--- src/rtl/ib_vnu_lut_loader.sv ---
// Streams one PAGE_NUM-word LUT image into the selected multi-frame half of the IB-VNU RAM.
// Optional iteration counter is built only when IB_LOADER_ITER_CNT_EN is defined.
module ib_vnu_lut_loader #(
    parameter int ENTRY_ADDR    = 7,
    parameter int BANK_NUM      = 2,
    parameter int LUT_PORT_SIZE = 4,
    parameter int ITER_MAX      = 10,
    parameter int ITER_WIDTH    = 4
) (
    input  logic                              write_clk,
    input  logic                              rstn,
    input  logic                              load_start,
    input  logic                              frame_sel,
    input  logic [LUT_PORT_SIZE*BANK_NUM-1:0] lut_data,
    input  logic                              lut_valid,
    output logic                              lut_ready,
    output logic [ENTRY_ADDR-1:0]             page_addr_ram,
    output logic [LUT_PORT_SIZE*BANK_NUM-1:0] ram_write_data_1,
    output logic                              ib_ram_we,
    output logic                              busy,
    output logic                              load_done,
    output logic [ITER_WIDTH-1:0]             iter_cnt
);

    localparam int PAGE_BITS = ENTRY_ADDR - 1;
    localparam int DATA_W    = LUT_PORT_SIZE * BANK_NUM;

    localparam logic [1:0] IDLE = 2'd0;
    localparam logic [1:0] LOAD = 2'd1;
    localparam logic [1:0] DONE = 2'd2;

    if (ITER_MAX < 1 || ITER_MAX > (2 ** ITER_WIDTH)) begin : g_param_check
        $error("ITER_MAX must lie in 1..2**ITER_WIDTH");
    end

    logic [1:0]            state_q, state_d;
    logic [PAGE_BITS-1:0]  page_idx_q;
    logic                  frame_q;
    logic [ENTRY_ADDR-1:0] addr_q;
    logic [DATA_W-1:0]     data_q;
    logic                  we_q;
    logic                  handshake;
    logic                  last_page;

    assign handshake = lut_valid && (state_q == LOAD);
    assign last_page = (page_idx_q == {PAGE_BITS{1'b1}});

    always_comb begin
        state_d = state_q;
        case (state_q)
            IDLE:    if (load_start) state_d = LOAD;
            LOAD:    if (handshake && last_page) state_d = DONE;
            DONE:    state_d = IDLE;
            default: state_d = IDLE;
        endcase
    end

    always_ff @(posedge write_clk or negedge rstn) begin
        if (!rstn) begin
            state_q    <= IDLE;
            page_idx_q <= '0;
            frame_q    <= 1'b0;
            addr_q     <= '0;
            data_q     <= '0;
            we_q       <= 1'b0;
        end else begin
            state_q <= state_d;
            we_q    <= handshake;
            // frame_sel is only sampled here, so a start request during a load cannot retarget it
            if (state_q == IDLE && load_start) begin
                frame_q    <= frame_sel;
                page_idx_q <= '0;
            end
            if (handshake) begin
                addr_q     <= {frame_q, page_idx_q};
                data_q     <= lut_data;
                page_idx_q <= page_idx_q + 1'b1;
            end
        end
    end

`ifdef IB_LOADER_ITER_CNT_EN
    logic [ITER_WIDTH-1:0] iter_q;

    // Updated alongside the final write so the new count is visible in the DONE cycle
    always_ff @(posedge write_clk or negedge rstn) begin
        if (!rstn) begin
            iter_q <= '0;
        end else if (handshake && last_page) begin
            if (iter_q == ITER_WIDTH'(ITER_MAX - 1)) iter_q <= '0;
            else                                    iter_q <= iter_q + ITER_WIDTH'(1);
        end
    end

    assign iter_cnt = iter_q;
`else
    assign iter_cnt = '0;
`endif

    assign lut_ready        = (state_q == LOAD);
    assign busy             = (state_q != IDLE);
    assign load_done        = (state_q == DONE);
    assign page_addr_ram    = addr_q;
    assign ram_write_data_1 = data_q;
    assign ib_ram_we        = we_q;

endmodule

--- config.mk ---
export PLATFORM = sky130hd
export DESIGN_NAME = ib_vnu_lut_loader
export DESIGN_NICKNAME = d
export VERILOG_FILES = /design/src/rtl/ib_vnu_lut_loader.sv
export SDC_FILE = /design/constraint.sdc
export NUM_CORES = 1
export LEC_CHECK = 0
export BUFFER_PORTS_ARGS = -buffer_cell sky130_fd_sc_hd__buf_2
export CAP_MARGIN = 0
export CORE_AREA = 2 2 48 50
export CTS_BUF_LIST = sky130_fd_sc_hd__clkbuf_8
export CTS_CLUSTER_SIZE = 10
export DETAILED_ROUTE_END_ITERATION = 16
export DIE_AREA = 0 0 50 52
export PLACE_DENSITY_LB_ADDON = 0.12
export SLEW_MARGIN = 30
export SYNTH_ARGS = -nofsm -noshare
export SYNTH_HDL_FRONTEND = slang
export SYNTH_SLANG_ARGS = --single-unit
--- constraint.sdc ---
create_clock -name write_clk -period 3.9 [get_ports write_clk]
set_input_delay 0.585 -clock write_clk [delete_from_list [all_inputs] [get_ports write_clk]]
set_output_delay 0.585 -clock write_clk [all_outputs]
set_load 0.01 [all_outputs]
# Word level (Yosys, flattened, before mapping)
# Index checks and enable logic that the tools add are counted.
# word_totals
register_bits,25
in_bits,13
out_inout_bits,23
word_cells,24
# op_classes
addsub,1
eq_ne,5
mux,5
reduce_logical,7
# ops
operator,n
6-bit two-way mux,2
"6-bit by 1-bit adder with 6-bit output, second input constant",1
"6-bit equality test, second input constant",1
2-bit two-way mux,2
2-bit one-hot mux with 2 select lines,1
2-bit nonzero test,2
1-bit logical AND,3
"2-bit by 1-bit equality test with 1-bit output, second input constant",1
"2-bit equality test, second input constant",1
2-bit logical NOT,1
"2-bit by 1-bit inequality test with 1-bit output, second input constant",1
"2-bit inequality test, second input constant",1
2-bit AND reduction,1

# Longest topological paths before layout
# Gate-level depths: netlist of run 1.
# logic_depth
ltp_word,5
depth_mapped,6
mapped_depth_nobuf,4

# Worst setup path before layout of run 1
# No wires, ideal clock.
# synth_timing
kind,input-to-reg
startpoint,input load_start
endpoint,register page_idx_q[3]
setup_ps,132
t_arrival_ps,1232
t_required_ps,3768
path_slack_ps,2535
stages,3
n_path_buf,0
cell_sequence,or3b_2 > o211ai_1 > o31ai_1
# synth_via
elab_chain_cells,2
# synth_rtl
item,line_no,rtl
from (decl),12,"input logic load_start,"
1-bit logical AND,70,if (state_q == IDLE && load_start) begin
2-bit nonzero test (no line),--,
to (signal assigned),77,page_idx_q <= page_idx_q + 1'b1;
to (decl),37,logic [PAGE_BITS-1:0] page_idx_q;
# Every way passes these cells.
# A chain may end at the register's enable or synchronous reset.

# Worst setup path in the final report of run 1
# layout_timing
startpoint,register state_q[1]
endpoint,register page_idx_q[4]
# layout_via
elab_chain_cells,3
word_cells_on_any_way,6
classes_between,1 x eq/ne; 1 x mux; 4 x reduce/logical
# layout_rtl
item,line_no,rtl
from (decl),36,"logic [1:0] state_q, state_d;"
from (signal assigned),67,state_q <= state_d;
2-bit by 1-bit equality test with 1-bit output / 2-bit logical NOT (equally long branches),"45, 70",
1-bit logical AND (on tied branches),"45, 70",
6-bit two-way mux / 2-bit nonzero test (equally long branches),--,
# Parallel ways exist; a longest one is shown, timed or not.

==> metrics.cfg, run 1 <==
[outcome]
outcome = complete, no violations

[cts]
clock_sinks = 25
ctsHoldBuffers = 0
h-tree-depth = 1
clkTransAtPathRegs_ns = 0.08
root_buffer = clkbuf_8
clk-insertion-delay-late_ns = 0.26
cts_setup_buffers = 0
cts_tree = done
numCtsBuffers = 3
cts.repair.resized = 0
clockBufferDepth = 2

[finish]
multi_input_area_um2 = 397
area_growth_pct = 18.3
fillers = 200
regArea_um2 = 626
layout.nets = 158
drive_above_1_share_pct = 26.6
n_antenna_cell = 0

[timing]
finClkSkew_ns = 0.00221
slew_viol_final = 0
fmaxAchievable_mhz = 491
finalSetupTns_ns = 0
rsz0062_at_grt = false
finalHoldViolCount = 0
period_minus_slack_ns = 2.04
worstMarginPinSlew_ns = 0.575
slew_headroom_pct = 61.6
hold_ws_ns = 0.300
finalCritPeriodShare_pct = 52.3
setup_viol = 0

[routing]
wl_per_cell_um = 10.9
drcViolationCount = 0
final_antenna_net_count = 0
drt-initial-drc-count = 11
drtPass1Iterations = 4
viasPerCell = 4.76
route.vias.total = 814
drt-total-wl_mm = 1.86

[yosys]
synthTopCellsByArea = dfrtp_1 59%, nand2_1 18%, buf_4 3.5%, nand3_1 2.3%, a22o_1 1.6%
yosysTopAreaCell = dfrtp_1
synth.avg_cell_area_um2 = 9.43
yosysSeqAreaShare_pct = 58.7
syn_area_mm2 = 0.00107
synth_top_area_share_pct = 58.7
ys_seq_elements = 25
ys.warnings.count = 0
synthCells = 113
ys_types = 25

[worst_setup_path]
cp-start-kind = register
critPathLaunch = state_q[1]
worstPathMaxFanout = 23
crit_path_end_kind = register
rr_startpoint = state_q[1]
criticalPathCategory = register to register
critPathRequiredTime_ns = 4.05
cp.arrival_ns = 2.19

[die]
rows = 17
dieHeight_um = 52
initial_core_util_pct = 50.6
boundaryPins = 36
coreArea_mm2 = 0.00211
die_w_um = 50
dieArea_mm2 = 0.00260

[placement]
globalplace.congestion = 0.732
io_buffers = 31
dp.final_hpwl_mm = 1.34

[grt]
grt_util_all_layers_pct = 16.4
grt_pass1_wl_mm = 3.24
grt_max_degree = 26
antenna_found_initial = 0
grt_overflow = 0
grt_pass1_vias = 729

[run]
cap_violations = 0

[power_and_ir_drop]
power.density_mw_per_mm2 = 511
total_leakage_power_nw = 0.682
peakVddDrop_mv = 0.335

[hold_path]
hold_class = primary input to asynchronous set/reset pin

==> layout make-up <==
cell class                 instances  area share [%]
clock buffer                       3            3.27
inverter                           1           0.298
tap                               28            2.78
clock inverter                     1           0.298
timing repair buffer              31            12.3
multi-input combinational         82            31.4
sequential                        25            49.6
==> cells in the mapped netlist (all sizes together) <==
library cell	instances
xnor2	1
ha	1
or2	1
or4	1
clkbuf	1
a22o	2
nor2b	2
nor2	4
nand2	50
mux2	1
inv	1
o211ai	2
or3b	1
nand4	1
conb	1
mux2i	1
o31ai	1
buf	7
nor3b	1
nand3	5
nand3b	1
dfrtp	25
o21ai	1
o22ai	1
==> through the flow <==
| stage | instance area (um^2) | worst slack (ns) | utilization (%) | power [mW] | std cells |
|---|---|---|---|---|---|
| 2_1_floorplan | 1080 | 2.54 | - | 0.452 | 116 |
| 3_3_place_gp | 1220 | 1.77 | 57.8 | 0.505 | 167 |
| 3_5_place_dp | 1220 | 1.72 | 57.8 | 0.509 | 167 |
| 4_1_cts | 1260 | 1.83 | 59.9 | 0.654 | 171 |
| 5_1_grt | 1260 | 1.65 | 59.9 | 0.690 | 171 |
| 6_report | 1260 | 1.86 | 59.9 | 0.645 | 171 |
==> worst max-delay path, stage by stage (launching register included) <==
cell and delay, ns:
dfrtp_1 0.43, nand3b_2 0.52, inv_1 0.60, nor2_1 0.13
a22o_1 0.25
==> power breakdown <==
group	switching (mW)	internal [mW]
clock network	0.0732	0.0702
logic	0.0742	0.0649
registers	0.0480	0.314
total	0.195	0.450
==> kinds of logic (layout without fill, tap and decap cells) <==
| family | count (synthesis) | in the layout | share of synthesized area (%) |
|---|---|---|---|
| compound gates | 7 | 7 | 4.81 |
| xor+xnor | 1 | 1 | 0.822 |
| fa+ha+maj | 1 | 1 | 1.17 |
| buf+inv | 9 | 36 | 5.16 |
| flops | 25 | 25 | 58.7 |
| mux | 2 | 2 | 2.00 |
| other cells | 1 | 4 | 0.352 |
| simple gates | 67 | 67 | 27.0 |
==> metal layers <==
| metal | up-vias | wire length [um] | global-route usage, % |
|---|---|---|---|
| met2 | 17 | 868 | 25.9 |
| met1 | 376 | 891 | 22.0 |
| li1 | 417 | - | - |
| met5 | - | 0 | 0 |
| met4 | 0 | 19 | 5.56 |
| met3 | 4 | 83 | 4.02 |
==> cell usage in the layout, fill, tap and decap left out, types with 3 or more instances in the layout <==
cell type and count:
nand2_1 50, buf_2 31, dfrtp_1 25, nand3_1 5
nor2_1 4, conb_1 4, clkbuf_8 3
==> sequential cells by signal, summed over array words and instances, names as in the netlist <==
| signal | count |
|---|---|
| state_q | 2 |
| page_addr_ram | 7 |
| page_idx_q | 6 |
| frame_q | 1 |
| ib_ram_we | 1 |
| ram_write_data_1 | 8 |
==> path summary, 6_finish.rpt <==
kind | cells past startpoint | endpoint | slack, ns
max in group asynchronous | 1 | page_idx_q[1] | 3.24
hold reg to reg | 2 | ram_write_data_1[6] | 0.47
setup / recovery | 4 | page_idx_q[4] | 1.86
hold / removal | 1 | ram_write_data_1[6] | 0.30
min in group write_clk | 2 | ram_write_data_1[6] | 0.47
setup reg to reg | 4 | page_idx_q[4] | 1.86
Power figures use the tool's default switching activity.
==> inputs of run 2 (changes only) <==
--- a/config.mk
+++ b/config.mk
@@ -5,13 +5,14 @@
 export SDC_FILE = /design/constraint.sdc
 export NUM_CORES = 1
 export LEC_CHECK = 0
+export ABC_AREA = 1
 export BUFFER_PORTS_ARGS = -buffer_cell sky130_fd_sc_hd__buf_2
 export CAP_MARGIN = 0
-export CORE_AREA = 2 2 48 50
+export CORE_AREA = 2 2 50 52
 export CTS_BUF_LIST = sky130_fd_sc_hd__clkbuf_8
 export CTS_CLUSTER_SIZE = 10
 export DETAILED_ROUTE_END_ITERATION = 16
-export DIE_AREA = 0 0 50 52
+export DIE_AREA = 0 0 52 54
 export PLACE_DENSITY_LB_ADDON = 0.12
 export SLEW_MARGIN = 30
 export SYNTH_ARGS = -nofsm -noshare
==> constraint.sdc (replaced) <==
create_clock -name write_clk -period 2.05 [get_ports write_clk]
set_input_delay 0.3075 -clock write_clk [delete_from_list [all_inputs] [get_ports write_clk]]
set_output_delay 0.3075 -clock write_clk [all_outputs]
set_load 0.01 [all_outputs]
==> run 2 against run 1 <==
  * Non-clock buffer count grew 1
  * Critical endpoint is now busy
  * Highest routed layer unchanged
  * Cell count grew 12%
  * Largest power group unchanged
  * Combinational power grew to 2.5 times the previous value
==> metrics.cfg, run 2 <==
[outcome]
outcome = complete, no violations

[yosys]
ys.flop_type = dfrtp_1
ys_seq_elements = 25  ; unchanged
synthCells = 129  ; +14%
synth_async_sr_flop_share_pct = 100  ; unchanged
synth.avg_cell_area_um2 = 8.45  ; -10%
synthTopCellsByArea = dfrtp_1 57%, nand2_1 17%, inv_1 4.5%, nand3_1 4.1%, o21ai_1 3.7%
ys_types = 17  ; -32%
syn_area_mm2 = 0.00109  ; +2.2%
ys.warnings.count = 0  ; unchanged
yosysSeqAreaShare_pct = 57.4  ; -1.3 points
synth_common_cells = 48 x nand2_1, 25 x dfrtp_1, 13 x inv_1
synth_top_area_share_pct = 57.4  ; -1.3 points
synth.most_common_cell = nand2_1
synth_edf_count = 0  ; unchanged
yosysTopAreaCell = dfrtp_1

[hold_path]
hold_class = primary input to asynchronous set/reset pin

[worst_setup_path]
critPathRequiredTime_ns = 1.74  ; -2.31 ns
criticalPathCategory = register to output port
crit_path_end_kind = output port
cp-start-kind = register
worstPathMaxFanout = 4  ; -83%
cp.arrival_ns = 1.06  ; -1.13 ns
rrSetupSlack_ns = 0.72  ; -1.14 ns

[die]
dieArea_mm2 = 0.00281  ; +8.0%
rows = 18  ; +1
dieHeight_um = 54  ; +3.8%
coreArea_mm2 = 0.00232  ; +10%
boundaryPins = 36  ; unchanged
initial_core_util_pct = 47.0  ; -3.6 points
die_w_um = 52  ; +4.0%

[placement]
dpl.cell_count = 187  ; +12%
globalplace.congestion = 0.780  ; +6.6%
dp.final_hpwl_mm = 1.51  ; +13%
io_buffers = 31  ; unchanged
place_area_mm2 = 0.00125  ; +2.8%

[finish]
layout.cells.non_filler = 191  ; +12%
largest_register_ff_count = 8  ; unchanged
area_growth_pct = 18.9
drive_above_1_share_pct = 25.5  ; -1.1 points
fillers = 233  ; +17%
mostFrequentLayoutCells = 48 x nand2_1, 31 x buf_2, 25 x dfrtp_1
n_antenna_cell = 0  ; unchanged
layout.nets = 176  ; +11%
final_area_mm2 = 0.00130  ; +2.8%
post-route-util_pct = 55.9  ; -4.0 points
layout_commonest_cell = nand2_1

[timing]
finalHoldViolCount = 0  ; unchanged
finClkSkew_ns = 0.00356  ; +0.00135 ns
finalSetupTns_ns = 0  ; unchanged
setup_viol = 0  ; unchanged
fmaxAchievable_mhz = 732
hold_ws_ns = 0.0119  ; -0.288 ns
rsz0062_at_grt = false
slew_headroom_pct = 63.6  ; +2.0 points
period_minus_slack_ns = 1.37
finalCritPeriodShare_pct = 66.6
slew_viol_final = 0  ; unchanged
worstMarginPinSlew_ns = 0.546  ; -0.0286 ns

[routing]
viasPerCell = 4.59  ; -3.7%
route.vias.total = 876  ; +7.6%
drt-total-wl_mm = 2.08  ; +12%
drtPass1Iterations = 4  ; unchanged
drt-initial-drc-count = 11  ; unchanged
wl_per_cell_um = 10.9  ; about the same
final_antenna_net_count = 0  ; unchanged
drcViolationCount = 0  ; unchanged

[power_and_ir_drop]
total_leakage_power_nw = 0.735  ; +7.8%
peakVddDrop_mv = 0.540  ; +61%
power.density_mw_per_mm2 = 1030  ; +100%

[cts]
cts_setup_buffers = 0  ; unchanged
cts_tree = done
h-tree-depth = 1  ; unchanged
clock_sinks = 25  ; unchanged
cts.repair.resized = 0  ; unchanged
numCtsBuffers = 3  ; unchanged
clk-insertion-delay-late_ns = 0.27  ; about the same
clkTransAtPathRegs_ns = 0.09  ; about the same
root_buffer = clkbuf_8
ctsHoldBuffers = 0  ; unchanged
clockBufferDepth = 2  ; unchanged

[run]
cap_violations = 0  ; unchanged

[grt]
grt_pass1_wl_mm = 3.42  ; +5.3%
grt_pass1_vias = 811  ; +11%
antenna_found_initial = 0  ; unchanged
grt_overflow = 0  ; unchanged
grt_max_degree = 26  ; unchanged
grt_util_all_layers_pct = 16.8  ; +0.44 points

-- run 2: area by class of cell --
type	count	area (um^2)	area share (%)
clock inverter	1	5.00	0.386
inverter	15	56.3	4.34
timing repair buffer	32	163	12.5
sequential	25	626	48.3
multi-input combinational	85	368	28.4
clock buffer	3	41.3	3.19
tap	30	37.5	2.90
-- run 2: worst max-delay path: stages (launching register included) --
cell,delay [ns]
dfrtp_1,0.43
nor2_1,0.17
inv_1,0.06
buf_2,0.13
-- run 2: cell families after synthesis --
| group | share of synthesized area (%) |
|---|---|
| AND/OR/NAND/NOR | 25.9 |
| flip-flops | 57.4 |
| adder cells (fa/ha/maj) | 1.15 |
| buffers and inverters | 9.87 |
| other | 0.344 |
| AO/OA/AOI/OAI | 5.28 |
-- run 2: final timing paths --
path / startpoint / depth (start not counted) / to
worst max-delay path: state_q[0] / 3 / busy
worst min-delay path: rstn / 1 / page_idx_q[0]
worst max register to register: state_q[1] / 5 / ram_write_data_1[3]
worst min register to register: ram_write_data_1[1] / 2 / ram_write_data_1[1]
max in group asynchronous: rstn / 1 / ram_write_data_1[6]
min in group write_clk: lut_data[4] / 3 / ram_write_data_1[4]
-- run 2: power by group --
group / internal [mW] / leakage (nW) / total, mW / switching, mW
clock network: 0.136 / 0.0255 / 0.290 / 0.154
logic: 0.144 / 0.398 / 0.349 / 0.206
registers: 0.612 / 0.312 / 0.694 / 0.0821
-- run 2: metal layers --
| metal | track usage [%] | wire length [um] | vias to the layer above |
|---|---|---|---|
| li1 | - | - | 448 |
| met1 | 19.1 | 928 | 402 |
| met2 | 29.1 | 1010 | 22 |
| met3 | 4.17 | 110 | 4 |
| met4 | 9.21 | 29 | 0 |
| met5 | 0 | 0 | - |
-- run 2: through the flow --
step	power (mW)	setup slack, ns
after floorplan	0.924	1.07
after global placement	1.04	0.759
after detailed placement	1.06	0.722
after CTS	1.36	0.676
after global routing	1.44	0.600
final	1.33	0.684
==> inputs of run 3 (changes only) <==
--- a/config.mk
+++ b/config.mk
@@ -8,11 +8,11 @@
 export ABC_AREA = 1
 export BUFFER_PORTS_ARGS = -buffer_cell sky130_fd_sc_hd__buf_2
 export CAP_MARGIN = 0
-export CORE_AREA = 2 2 50 52
+export CORE_AREA = 2 2 52 54
 export CTS_BUF_LIST = sky130_fd_sc_hd__clkbuf_8
 export CTS_CLUSTER_SIZE = 10
 export DETAILED_ROUTE_END_ITERATION = 16
-export DIE_AREA = 0 0 52 54
+export DIE_AREA = 0 0 54 56
 export PLACE_DENSITY_LB_ADDON = 0.12
 export SLEW_MARGIN = 30
 export SYNTH_ARGS = -nofsm -noshare
==> constraint.sdc (replaced) <==
create_clock -name write_clk -period 1.2 [get_ports write_clk]
set_input_delay 0.18 -clock write_clk [delete_from_list [all_inputs] [get_ports write_clk]]
set_output_delay 0.18 -clock write_clk [all_outputs]
set_load 0.01 [all_outputs]
==> run 3 against run 2 <==
  * Worst setup slack worse by 0.67 ns
  * Power up 72%
  * Global-route usage fell by 1.7 points
  * Largest power group unchanged
  * Highest routed layer unchanged
==> metrics.cfg, run 3 (same netlist as run 2, synthesis figures left out) <==
[placement]
dp_slack_ns = 0.110  ; -0.612 ns
globalplace.congestion = 0.860  ; +10%
dpl.cell_count = 190  ; +1.6%
place_area_mm2 = 0.00127  ; +1.8%
dp.final_hpwl_mm = 1.51  ; -0.20%
io_buffers = 31  ; unchanged

[cts]
clock_sinks = 25  ; unchanged
root_buffer = clkbuf_8
clkTransAtPathRegs_ns = 0.08  ; about the same
h-tree-depth = 1  ; unchanged
clockBufferDepth = 2  ; unchanged
numCtsBuffers = 3  ; unchanged
cts_tree = done
clk-insertion-delay-late_ns = 0.27  ; about the same

[finish]
n_antenna_cell = 0  ; unchanged
post-route-util_pct = 55.4  ; -0.48 points
area_growth_pct = 23.7
layout_commonest_cell = nand2_1
layout.cells.non_filler = 196  ; +2.6%
final_area_mm2 = 0.00135  ; +4.0%
layout.nets = 181  ; +2.8%
drive_above_1_share_pct = 27.7  ; +2.2 points
mostFrequentLayoutCells = 48 x nand2_1, 30 x buf_2, 25 x dfrtp_1
largest_register_ff_count = 8  ; unchanged

[timing]
finalSetupTns_ns = 0  ; unchanged
slew_viol_final = 0  ; unchanged
fmaxAchievable_mhz = 843
finalWorstSetupSlack_ns = 0.0135  ; -0.671 ns
finalHoldViolCount = 0  ; unchanged
worstMarginPinSlew_ns = 0.537  ; -0.00918 ns
period_minus_slack_ns = 1.19
slew_headroom_pct = 64.2  ; +0.61 points
hold_ws_ns = 0.0987  ; +0.0868 ns
rsz0062_at_grt = true
finalCritPeriodShare_pct = 98.9
setup_viol = 0  ; unchanged
finClkSkew_ns = 0.00569  ; +0.00214 ns

[die]
dieArea_mm2 = 0.00302  ; +7.7%
initial_core_util_pct = 44.8  ; -2.2 points
rows = 18  ; unchanged
boundaryPins = 36  ; unchanged
dieHeight_um = 56  ; +3.7%
die_w_um = 54  ; +3.8%
coreArea_mm2 = 0.00243  ; +4.9%

[worst_setup_path]
critPathRequiredTime_ns = 1.02  ; -0.72 ns
worstPathMaxFanout = 4  ; unchanged
cp-start-kind = register
criticalPathCategory = register to output port
crit_path_end_kind = output port
cp.arrival_ns = 1.01  ; -0.05 ns

[routing]
drt-total-wl_mm = 2.04  ; -2.0%
viasPerCell = 4.57  ; -0.33%
drcViolationCount = 0  ; unchanged
drt-initial-drc-count = 8  ; -3
route.vias.total = 896  ; +2.3%
wl_per_cell_um = 10.4  ; -4.5%
drtPass1Iterations = 4  ; unchanged
final_antenna_net_count = 0  ; unchanged

[outcome]
outcome = complete, no violations

[power_and_ir_drop]
totalPowerFinal_mw = 2.29  ; +72%
peakVddDrop_mv = 0.917  ; +70%
power.density_mw_per_mm2 = 1700  ; +65%
total_leakage_power_nw = 0.764  ; +3.9%

[grt]
grt_pass1_vias = 787  ; -3.0%
grt_overflow = 0  ; unchanged
grt_max_degree = 26  ; unchanged
grt_pass1_wl_mm = 3.31  ; -3.2%
antenna_found_initial = 0  ; unchanged
grt_util_all_layers_pct = 15.1  ; -1.7 points

[run]
cap_violations = 0  ; unchanged

[hold_path]
hold_class = primary input to register

## run 3: what timing repair did
item / in CTS / in global routing
gates resized for setup: 2 / 2
setup buffers: 0 / 1
hold endpoints to repair: 25 / 0
hold buffers: 1 / 0
setup endpoints to repair: 1 / 4
## run 3: cell type report
cell class / count / area [um^2]
clock buffers: 3 / 41.3
inverters: 15 / 56.3
clock inverters: 1 / 3.75
multi-input cells: 85 / 370
flip-flops and latches: 25 / 626
well taps: 30 / 37.5
fillers: 227 / 1080
repair buffers: 37 / 213
## run 3: path summary, 6_finish.rpt
kind	cells past startpoint	endpoint	from	slack, ns
max	3	busy	state_q[0]	0.01
min	3	ram_write_data_1[3]	lut_data[3]	0.1
min reg2reg	2	ram_write_data_1[7]	ram_write_data_1[7]	0.48
min in group asynchronous	2	page_addr_ram[2]	rstn	0.42
max reg2reg	5	ram_write_data_1[6]	state_q[1]	0.08
max in group asynchronous	2	ram_write_data_1[6]	rstn	0.42
## run 3: power breakdown
group	switching, mW	internal (mW)
logic	0.359	0.267
clock network	0.254	0.229
registers	0.133	1.05
## run 3: metal layers
metal	up-vias	global-route usage, %	share of wire, %	wire length [um]
met2	27	23.0	47	947
met4	0	10.7	3.0	61
met1	405	19.0	45	912
met5	-	0	0	0
li1	459	-	-	-
met3	5	2.42	5.6	115
## run 3: worst max-delay path, cell delays in order (launching register included)
cell and delay [ns]:
dfrtp_1 0.43, nor2_2 0.14, inv_1 0.05, buf_2 0.13
